$ cat src/rtl/mem_arb_pkg.sv
// Shared types and constants for the two-master memory bus arbiter.
package mem_arb_pkg;

    typedef enum logic [0:0] {
        IDLE = 1'b0,
        BUSY = 1'b1
    } arb_state_e;

    typedef logic [0:0] master_idx_t;

    localparam master_idx_t M0 = 1'b0;
    localparam master_idx_t M1 = 1'b1;

    localparam logic [31:0] ERR_RDATA = 32'hDEADBEEF;

    function automatic master_idx_t other_master(input master_idx_t m);
        return ~m;
    endfunction

endpackage

$ cat src/rtl/mem_arb_rr.sv
// Two-way round-robin pick: on a tie the master that was not served last wins.
module mem_arb_rr
    import mem_arb_pkg::*;
(
    input  logic        v0,
    input  logic        v1,
    input  master_idx_t last,
    output logic        any,
    output master_idx_t pick
);

    // Combinational pick among the requesting masters
    always_comb begin
        any  = v0 | v1;
        pick = M0;
        if (v0 && v1) begin
            pick = other_master(last);
        end else if (v1) begin
            pick = M1;
        end else begin
            pick = M0;
        end
    end

endmodule

$ cat src/rtl/mem_bus_arbiter.sv
// Round-robin arbiter sharing one valid/ready memory bus between two masters.
// Optional slave-silence watchdog is enabled by defining MEM_ARB_WATCHDOG_EN.
module mem_bus_arbiter
    import mem_arb_pkg::*;
#(
    parameter int unsigned TIMEOUT_CYCLES = 255
) (
    input  logic        clk,
    input  logic        rst,
    input  logic        m0_valid,
    output logic        m0_ready,
    input  logic [31:0] m0_addr,
    input  logic [31:0] m0_wdata,
    input  logic [3:0]  m0_wstrb,
    output logic [31:0] m0_rdata,
    input  logic        m1_valid,
    output logic        m1_ready,
    input  logic [31:0] m1_addr,
    input  logic [31:0] m1_wdata,
    input  logic [3:0]  m1_wstrb,
    output logic [31:0] m1_rdata,
    output logic        s_valid,
    input  logic        s_ready,
    output logic [31:0] s_addr,
    output logic [31:0] s_wdata,
    output logic [3:0]  s_wstrb,
    input  logic [31:0] s_rdata,
    output logic        bus_err,
    output logic [31:0] err_addr
);

    localparam logic [15:0] WD_LAST = 16'(TIMEOUT_CYCLES - 32'd1);

    arb_state_e  state_r;
    arb_state_e  state_nxt_s;
    master_idx_t grant_r;
    master_idx_t last_r;
    logic        any_s;
    master_idx_t pick_s;
    logic        done_s;
    logic        timeout_s;
    logic        end_s;
    logic [31:0] rdata_s;

    mem_arb_rr u_rr (
        .v0   (m0_valid),
        .v1   (m1_valid),
        .last (last_r),
        .any  (any_s),
        .pick (pick_s)
    );

    assign s_valid = (state_r == BUSY);
    assign done_s  = s_valid & s_ready;
    assign end_s   = done_s | timeout_s;
    // A real slave answer always beats the watchdog in the same cycle.
    assign rdata_s = done_s ? s_rdata : ERR_RDATA;

    // Slave-side request mux, forced to zero outside a transaction
    always_comb begin
        s_addr  = 32'h0000_0000;
        s_wdata = 32'h0000_0000;
        s_wstrb = 4'b0000;
        if (state_r == BUSY) begin
            case (grant_r)
                M0: begin
                    s_addr  = m0_addr;
                    s_wdata = m0_wdata;
                    s_wstrb = m0_wstrb;
                end
                M1: begin
                    s_addr  = m1_addr;
                    s_wdata = m1_wdata;
                    s_wstrb = m1_wstrb;
                end
                default: begin
                    s_addr  = 32'h0000_0000;
                    s_wdata = 32'h0000_0000;
                    s_wstrb = 4'b0000;
                end
            endcase
        end else begin
            s_addr  = 32'h0000_0000;
            s_wdata = 32'h0000_0000;
            s_wstrb = 4'b0000;
        end
    end

    // Completion pulse and read data routed to the granted master only
    always_comb begin
        m0_ready = 1'b0;
        m1_ready = 1'b0;
        m0_rdata = 32'h0000_0000;
        m1_rdata = 32'h0000_0000;
        if (end_s) begin
            if (grant_r == M0) begin
                m0_ready = 1'b1;
                m0_rdata = rdata_s;
            end else begin
                m1_ready = 1'b1;
                m1_rdata = rdata_s;
            end
        end else begin
            m0_ready = 1'b0;
            m1_ready = 1'b0;
        end
    end

    // Next-state logic
    always_comb begin
        state_nxt_s = state_r;
        case (state_r)
            IDLE: begin
                if (any_s) begin
                    state_nxt_s = BUSY;
                end else begin
                    state_nxt_s = IDLE;
                end
            end
            BUSY: begin
                if (end_s) begin
                    state_nxt_s = IDLE;
                end else begin
                    state_nxt_s = BUSY;
                end
            end
            default: state_nxt_s = IDLE;
        endcase
    end

    // State, grant and fairness history registers
    always_ff @(posedge clk or negedge rst) begin
        if (!rst) begin
            state_r <= IDLE;
            grant_r <= M0;
            last_r  <= M1;
        end else begin
            state_r <= state_nxt_s;
            if ((state_r == IDLE) && any_s) begin
                grant_r <= pick_s;
            end
            if (end_s) begin
                last_r <= grant_r;
            end
        end
    end

`ifdef MEM_ARB_WATCHDOG_EN
    logic [15:0] wd_cnt_r;
    logic        bus_err_r;
    logic [31:0] err_addr_r;

    assign timeout_s = s_valid & ~s_ready & (wd_cnt_r == WD_LAST);
    assign bus_err   = bus_err_r;
    assign err_addr  = err_addr_r;

    // Watchdog counter, held at zero while idle so it starts fresh in BUSY
    always_ff @(posedge clk or negedge rst) begin
        if (!rst) begin
            wd_cnt_r <= 16'd0;
        end else if (state_r == IDLE) begin
            wd_cnt_r <= 16'd0;
        end else if (!s_ready) begin
            wd_cnt_r <= wd_cnt_r + 16'd1;
        end
    end

    // Sticky error flag; address of the first timeout only
    always_ff @(posedge clk or negedge rst) begin
        if (!rst) begin
            bus_err_r  <= 1'b0;
            err_addr_r <= 32'h0000_0000;
        end else if (timeout_s) begin
            bus_err_r <= 1'b1;
            if (!bus_err_r) begin
                err_addr_r <= s_addr;
            end
        end
    end
`else
    logic unused_cfg_s;

    assign timeout_s    = 1'b0;
    assign bus_err      = 1'b0;
    assign err_addr     = 32'h0000_0000;
    assign unused_cfg_s = ^WD_LAST;
`endif

endmodule
$ cat config.mk
export PLATFORM = sky130hd
export DESIGN_NAME = mem_bus_arbiter
export DESIGN_NICKNAME = d
export VERILOG_FILES = /design/src/rtl/mem_arb_pkg.sv /design/src/rtl/mem_arb_rr.sv /design/src/rtl/mem_bus_arbiter.sv
export SDC_FILE = /design/constraint.sdc
export NUM_CORES = 1
export LEC_CHECK = 0
export CAP_MARGIN = 30
export CORE_AREA = 2 2 134 136
export DETAILED_ROUTE_END_ITERATION = 8
export DIE_AREA = 0 0 136 138
export GPL_ROUTABILITY_DRIVEN = 1
export HOLD_SLACK_MARGIN = 0.15
export PLACE_DENSITY = 0.53
export RECOVER_POWER = 100
export SYNTH_ARGS = -nofsm -noshare
export SYNTH_HDL_FRONTEND = slang
export SYNTH_SLANG_ARGS = --single-unit
$ cat constraint.sdc
create_clock -name clk -period 1.32 [get_ports clk]
set_input_delay 0.198 -clock clk [delete_from_list [all_inputs] [get_ports clk]]
set_output_delay 0.198 -clock clk [all_outputs]
set_load 0.01 [all_outputs]
==> impl_metrics.ini, run 1 <==
[status]
status = finished, violations left
violations = setup timing

[sta]
setup_viol = 134
skew_ns = 0.00449
fin_crit_ns = 1.69
slew_viol_final = 0
rsz0062_at_grt = yes
period_share_pct = 128
fmax_ghz = 0.591
worst_slack_ns = -0.372
tns_ns = -34.40
hold_viol_final = 0

[setup_path]
path_cells = buf_12 > buf_16 > buf_4 > mux2i_1 > nor2_1 > buf_2
critPathLaunchType = flop
worstPathMaxFanout = 5
arrival_ns = 1.49
critPathRequiredTime_ns = 1.12
cp_slowest_cell = dfrtp_4
slowest_delay_ns = 0.50
crit_type = flop to output port
crit_start = grant_r$_DFFE_PN0P_
r2r_cells = 5
r2r_slack_ns = 0.06
r2r-end = last_r$_DFFE_PN1P_
critPathCaptureType = output port
crit_family = buffers and inverters
reg2reg_from = grant_r$_DFFE_PN0P_
cp.buffers_inverters = 4

[synthesis]
yosys_warnings = 0
synth_top_family_by_area = multiplexers
synth_xor_area_share_pct = 0
syn_area_um2 = 1870
synth_compound_area_share_pct = 1.41
synth_cells = 306
synthSimpleGateAreaFrac_pct = 35.2
ys_types = 17
synth.mux.area_fraction_pct = 36.4
synth_sequential_area_ratio_pct = 4.09
synth-seq-cells = 3
yosys.area_share.adder_pct = 0
syn_area_per_cell_um2 = 6.10

[power]
p_sw_share_pct = 40.4
cellPowerDensity_nw_per_um2 = 826
p_switching_mw = 1.84
p_int_mw = 2.72
power_frac_clock_pct = 10.6
p_leak_nw = 2.75
seqPwrFrac_pct = 3.3
ir_drop_mv = 0.444
p_total_mw = 4.56
pwr-share-comb_pct = 86.1

[route]
first_pass_iters = 4
wire_per_inst_um = 13.9
dr_total_vias = 3247
first_iter_violations = 69
route.detailed.drc = 0
routed_wl_um = 12300
ant_nets = 0
via_per_inst = 3.68

[layout]
drive_above_1_share_pct = 38.1
final_nets = 827
final_area_um2 = 5520
final_cells = 883
area_growth_pct = 195
fill_cells = 1911

[clocking]
htreeDepth = 1
cts_tree = built
clock_latency_ns = 0.23
postCtsHoldBufs = 0
numCtsBuffers = 3
clk_pin_slew_worst_paths_ns = 0.03
clockRootBuffer = clkbuf_16
clockBufferDepth = 2
clkSinkCount = 3

[grt]
grt-ovfl-total = 0
antenna_found_initial = 1
track_usage_pct = 11.5
grt_pass1_wl_um = 17000
grt_max_degree = 38
grt_pass1_vias = 3056

[placed_design]
io_buffers = 307
place.gp.congestion = 0.721
dpl_cell_area_um2 = 5220
post-place-ws_ns = -0.668
dp_hpwl_um = 9050
placed_cells = 840

[floorplanning]
core.rowCount = 49
start_util_pct = 10.7
die_h_um = 138
core_um2 = 17500
die_x_um = 136
die_area_um2 = 18800
io_pins = 341

[flow_run]
cap_viol_max_count = 0

[worst_hold_path]
min_path_type = primary input to async pin
## layout make-up
type                    count  area [um^2]  area share [%]
multi-input cells         278         1740            31.5
diodes                      1         2.50          0.0453
clock buffers               4         78.8            1.43
repair buffers            367         3330            60.3
well taps                 229          287            5.19
inverters                   1         3.75          0.0680
flip-flops and latches      3         80.1            1.45
## registers in the layout, summed over array words and instances (netlist names)
| register | count |
|---|---|
| last_r | 1 |
| s_valid | 1 |
| grant_r | 1 |
## cell usage after synthesis
library cell  instances  area (um^2)
buf_6                 5         56.3
inv_2                 1         3.75
a32o_1                1         10.0
o31a_1                1         8.76
and3_1                1         6.26
buf_4                40          300
nand2_1              35          131
buf_2                 9         45.0
dfrtp_1               2         50.1
conb_1                1         3.75
a21o_1                1         7.51
nor2_1              133          499
nand2b_1              1         6.26
mux2i_1              68          681
dfstp_2               1         26.3
clkbuf_1              5         18.8
nand2b_4              1         13.8
## layer usage
metal	vias up	wire [um]	track usage, %
met5	-	0	0
met1	1440	4480	12.1
li1	1611	-	-
met3	7	1160	3.41
met2	189	6590	22.7
met4	0	72	1.10
## power groups by stage
stage               Sequential (mW)  Combinational [mW]  Clock, mW
floorplan                     0.128                1.62          0
global placement              0.179                3.43          0
detailed placement            0.181                3.42          0
CTS                           0.148                3.60      0.493
global route                  0.153                4.20      0.502
finish                        0.150                3.92      0.485
## logic make-up after synthesis
group           Yosys count
buf+inv                  60
other cells               1
mux                      68
simple gates            171
compound gates            3
flops                     3
## repair_timing
action / in CTS / in global routing
endpoints found under the setup margin: 135 / 136
setup buffers: 12 / 20
gates cloned: 7 / 3
pin swaps: 26 / 20
resized for setup: 502 / 163
## worst max path at each step
stage | depth (start not counted) | slack [ns] | endpoint
after global placement | 5 | -0.60 | m0_rdata[8]
after detailed placement | 5 | -0.67 | m0_rdata[13]
after floorplan | 5 | 0.08 | m0_rdata[10]
final | 6 | -0.37 | s_wdata[18]
after global routing | 6 | -0.46 | s_addr[2]
after CTS | 5 | -0.38 | s_addr[3]
## per-stage QoR
stage          hold WS, ns  utilization [%]
2_1_floorplan      -0.0976                -
3_3_place_gp         0.391             29.8
3_5_place_dp         0.405             29.8
4_1_cts              0.167             29.5
5_1_grt              0.245             31.5
6_report             0.235             31.5
## cells in the final DEF (no fill, tap or decap), types with 4 or more instances in the layout
cell / n
clkbuf_2: 6
mux2i_1: 63
conb_1: 33
buf_8: 4
nor2_1: 96
nand2_1: 34
nor2_4: 15
mux2i_2: 5
buf_6: 40
clkdlybuf4s50_1: 170
clkbuf_16: 5
nor2_2: 22
buf_2: 114
buf_12: 15
buf_4: 12
nand2b_4: 4
Power figures use the tool's default switching activity.
==> inputs of run 2 (changes only) <==
--- a/config.mk
+++ b/config.mk
@@ -10,6 +10,7 @@
 export DETAILED_ROUTE_END_ITERATION = 8
 export DIE_AREA = 0 0 136 138
 export GPL_ROUTABILITY_DRIVEN = 1
+export GPL_TIMING_DRIVEN = 0
 export HOLD_SLACK_MARGIN = 0.15
 export PLACE_DENSITY = 0.53
 export RECOVER_POWER = 100
==> impl_metrics.ini, run 2 (synthesis gave the netlist of run 1 again) <==
[status]
status = finished, violations left
violations = setup timing

[power]
power_frac_clock_pct = 11.5
p_int_mw = 2.47
pwr-share-comb_pct = 85.2
p_sw_share_pct = 40.9
p_leak_nw = 2.75
cellPowerDensity_nw_per_um2 = 789
p_total_mw = 4.18
ir_drop_mv = 0.318
p_switching_mw = 1.71
seqPwrFrac_pct = 3.2

[setup_path]
r2r-end = grant_r$_DFFE_PN0P_
r2r_slack_ns = 0.13
arrival_ns = 1.46
critPathCaptureType = output port
r2r_cells = 4
critPathLaunchType = flop
critPathRequiredTime_ns = 1.12
crit_type = flop to output port
reg2reg_from = grant_r$_DFFE_PN0P_
worstPathMaxFanout = 7

[layout]
final_cell_mix = 170 x clkdlybuf4s50_1, 124 x nor2_1, 106 x buf_2
final_util_pct = 30.2
fill_cells = 1975
area_growth_pct = 184
drive_above_1_share_pct = 31.1
layout_commonest_cell = clkdlybuf4s50_1
final_nets = 837
insertedDiodeCount = 0

[floorplanning]
die_x_um = 136
start_util_pct = 10.7
die_h_um = 138
die_area_um2 = 18800
core.rowCount = 49
core_um2 = 17500
io_pins = 341

[clocking]
clkSinkCount = 3
numCtsBuffers = 3
postCtsHoldBufs = 0
clockRootBuffer = clkbuf_16
clock_latency_ns = 0.22
cts_tree = built
htreeDepth = 1
clk_pin_slew_worst_paths_ns = 0.03
clockBufferDepth = 2

[flow_run]
cap_viol_max_count = 0

[sta]
rsz0062_at_grt = yes
slew_viol_final = 0
worst_slack_ns = -0.335
skew_ns = 0.00343
period_share_pct = 125
fin_crit_ns = 1.66
fmax_ghz = 0.604
tns_ns = -34.87
hold_viol_final = 0
setup_viol = 134

[placed_design]
dp_hpwl_um = 9850
place.gp.congestion = 0.734
post-place-ws_ns = -0.822
io_buffers = 307

[route]
first_pass_iters = 4
ant_nets = 0
first_iter_violations = 81
route.detailed.drc = 0
routed_wl_um = 12100
dr_total_vias = 3177
wire_per_inst_um = 13.6
via_per_inst = 3.56

[grt]
grt_pass1_vias = 3160
antenna_found_initial = 1
grt_max_degree = 11
track_usage_pct = 11.9
grt_pass1_wl_um = 17500
grt-ovfl-total = 0

[worst_hold_path]
min_path_type = primary input to async pin
[run 2: area by class of cell]
class | instances | area [um^2] | area share, %
plain buffers | 57 | 567 | 10.7
clock buffers | 4 | 78.8 | 1.49
inverters | 1 | 6.26 | 0.118
multi-input cells | 275 | 1550 | 29.3
flip-flops and latches | 3 | 76.3 | 1.44
well taps | 229 | 287 | 5.41
repair buffers | 323 | 2730 | 51.5
[run 2: worst max-delay path by stage]
stage / startpoint / end / slack, ns / cells past startpoint
2_1_floorplan: grant_r$_DFFE_PN0P_ / m0_rdata[10] / 0.08 / 5
3_3_place_gp: s_ready / m1_rdata[3] / -0.81 / 5
3_5_place_dp: s_ready / m1_rdata[3] / -0.82 / 5
4_1_cts: grant_r$_DFFE_PN0P_ / s_addr[26] / -0.37 / 6
5_1_grt: grant_r$_DFFE_PN0P_ / m1_rdata[28] / -0.39 / 5
6_report: grant_r$_DFFE_PN0P_ / m0_rdata[8] / -0.34 / 5
[run 2: per-layer routing]
layer  vias up  share of wire, %  track usage [%]
met2       202                51             22.7
li1       1627                 -                -
met5         -              0.11                0
met3        18                11             3.67
met1      1328                36             12.6
met4         2               1.8             2.25
[run 2: power by group through the flow]
stage / combinational, mW / clock, mW / sequential, mW
floorplan: 1.62 / 0 / 0.128
global placement: 3.46 / 0 / 0.127
detailed placement: 3.44 / 0 / 0.128
CTS: 3.59 / 0.492 / 0.129
global route: 3.84 / 0.505 / 0.136
finish: 3.56 / 0.483 / 0.135
[run 2: critical path, cell delays in order (launching register included)]
cell and delay (ns):
dfrtp_1 0.40, buf_6 0.17, nand2b_4 0.22, clkbuf_16 0.20, nor2_2 0.10, buf_2 0.14
[run 2: per-stage QoR]
step           instance area (um^2)  hold slack [ns]  instances
2_1_floorplan                  1990          -0.0976        338
3_3_place_gp                   5350            0.391        874
3_5_place_dp                   5350            0.394        874
4_1_cts                        5260            0.158        891
5_1_grt                        5300            0.241        892
6_report                       5300            0.232        892
[run 2: timing repair]
action,CTS,global route
cloned,7,3
pin swaps,7,4
gates resized for setup,527,37
buffers inserted,7,0
setup endpoints to repair,136,135
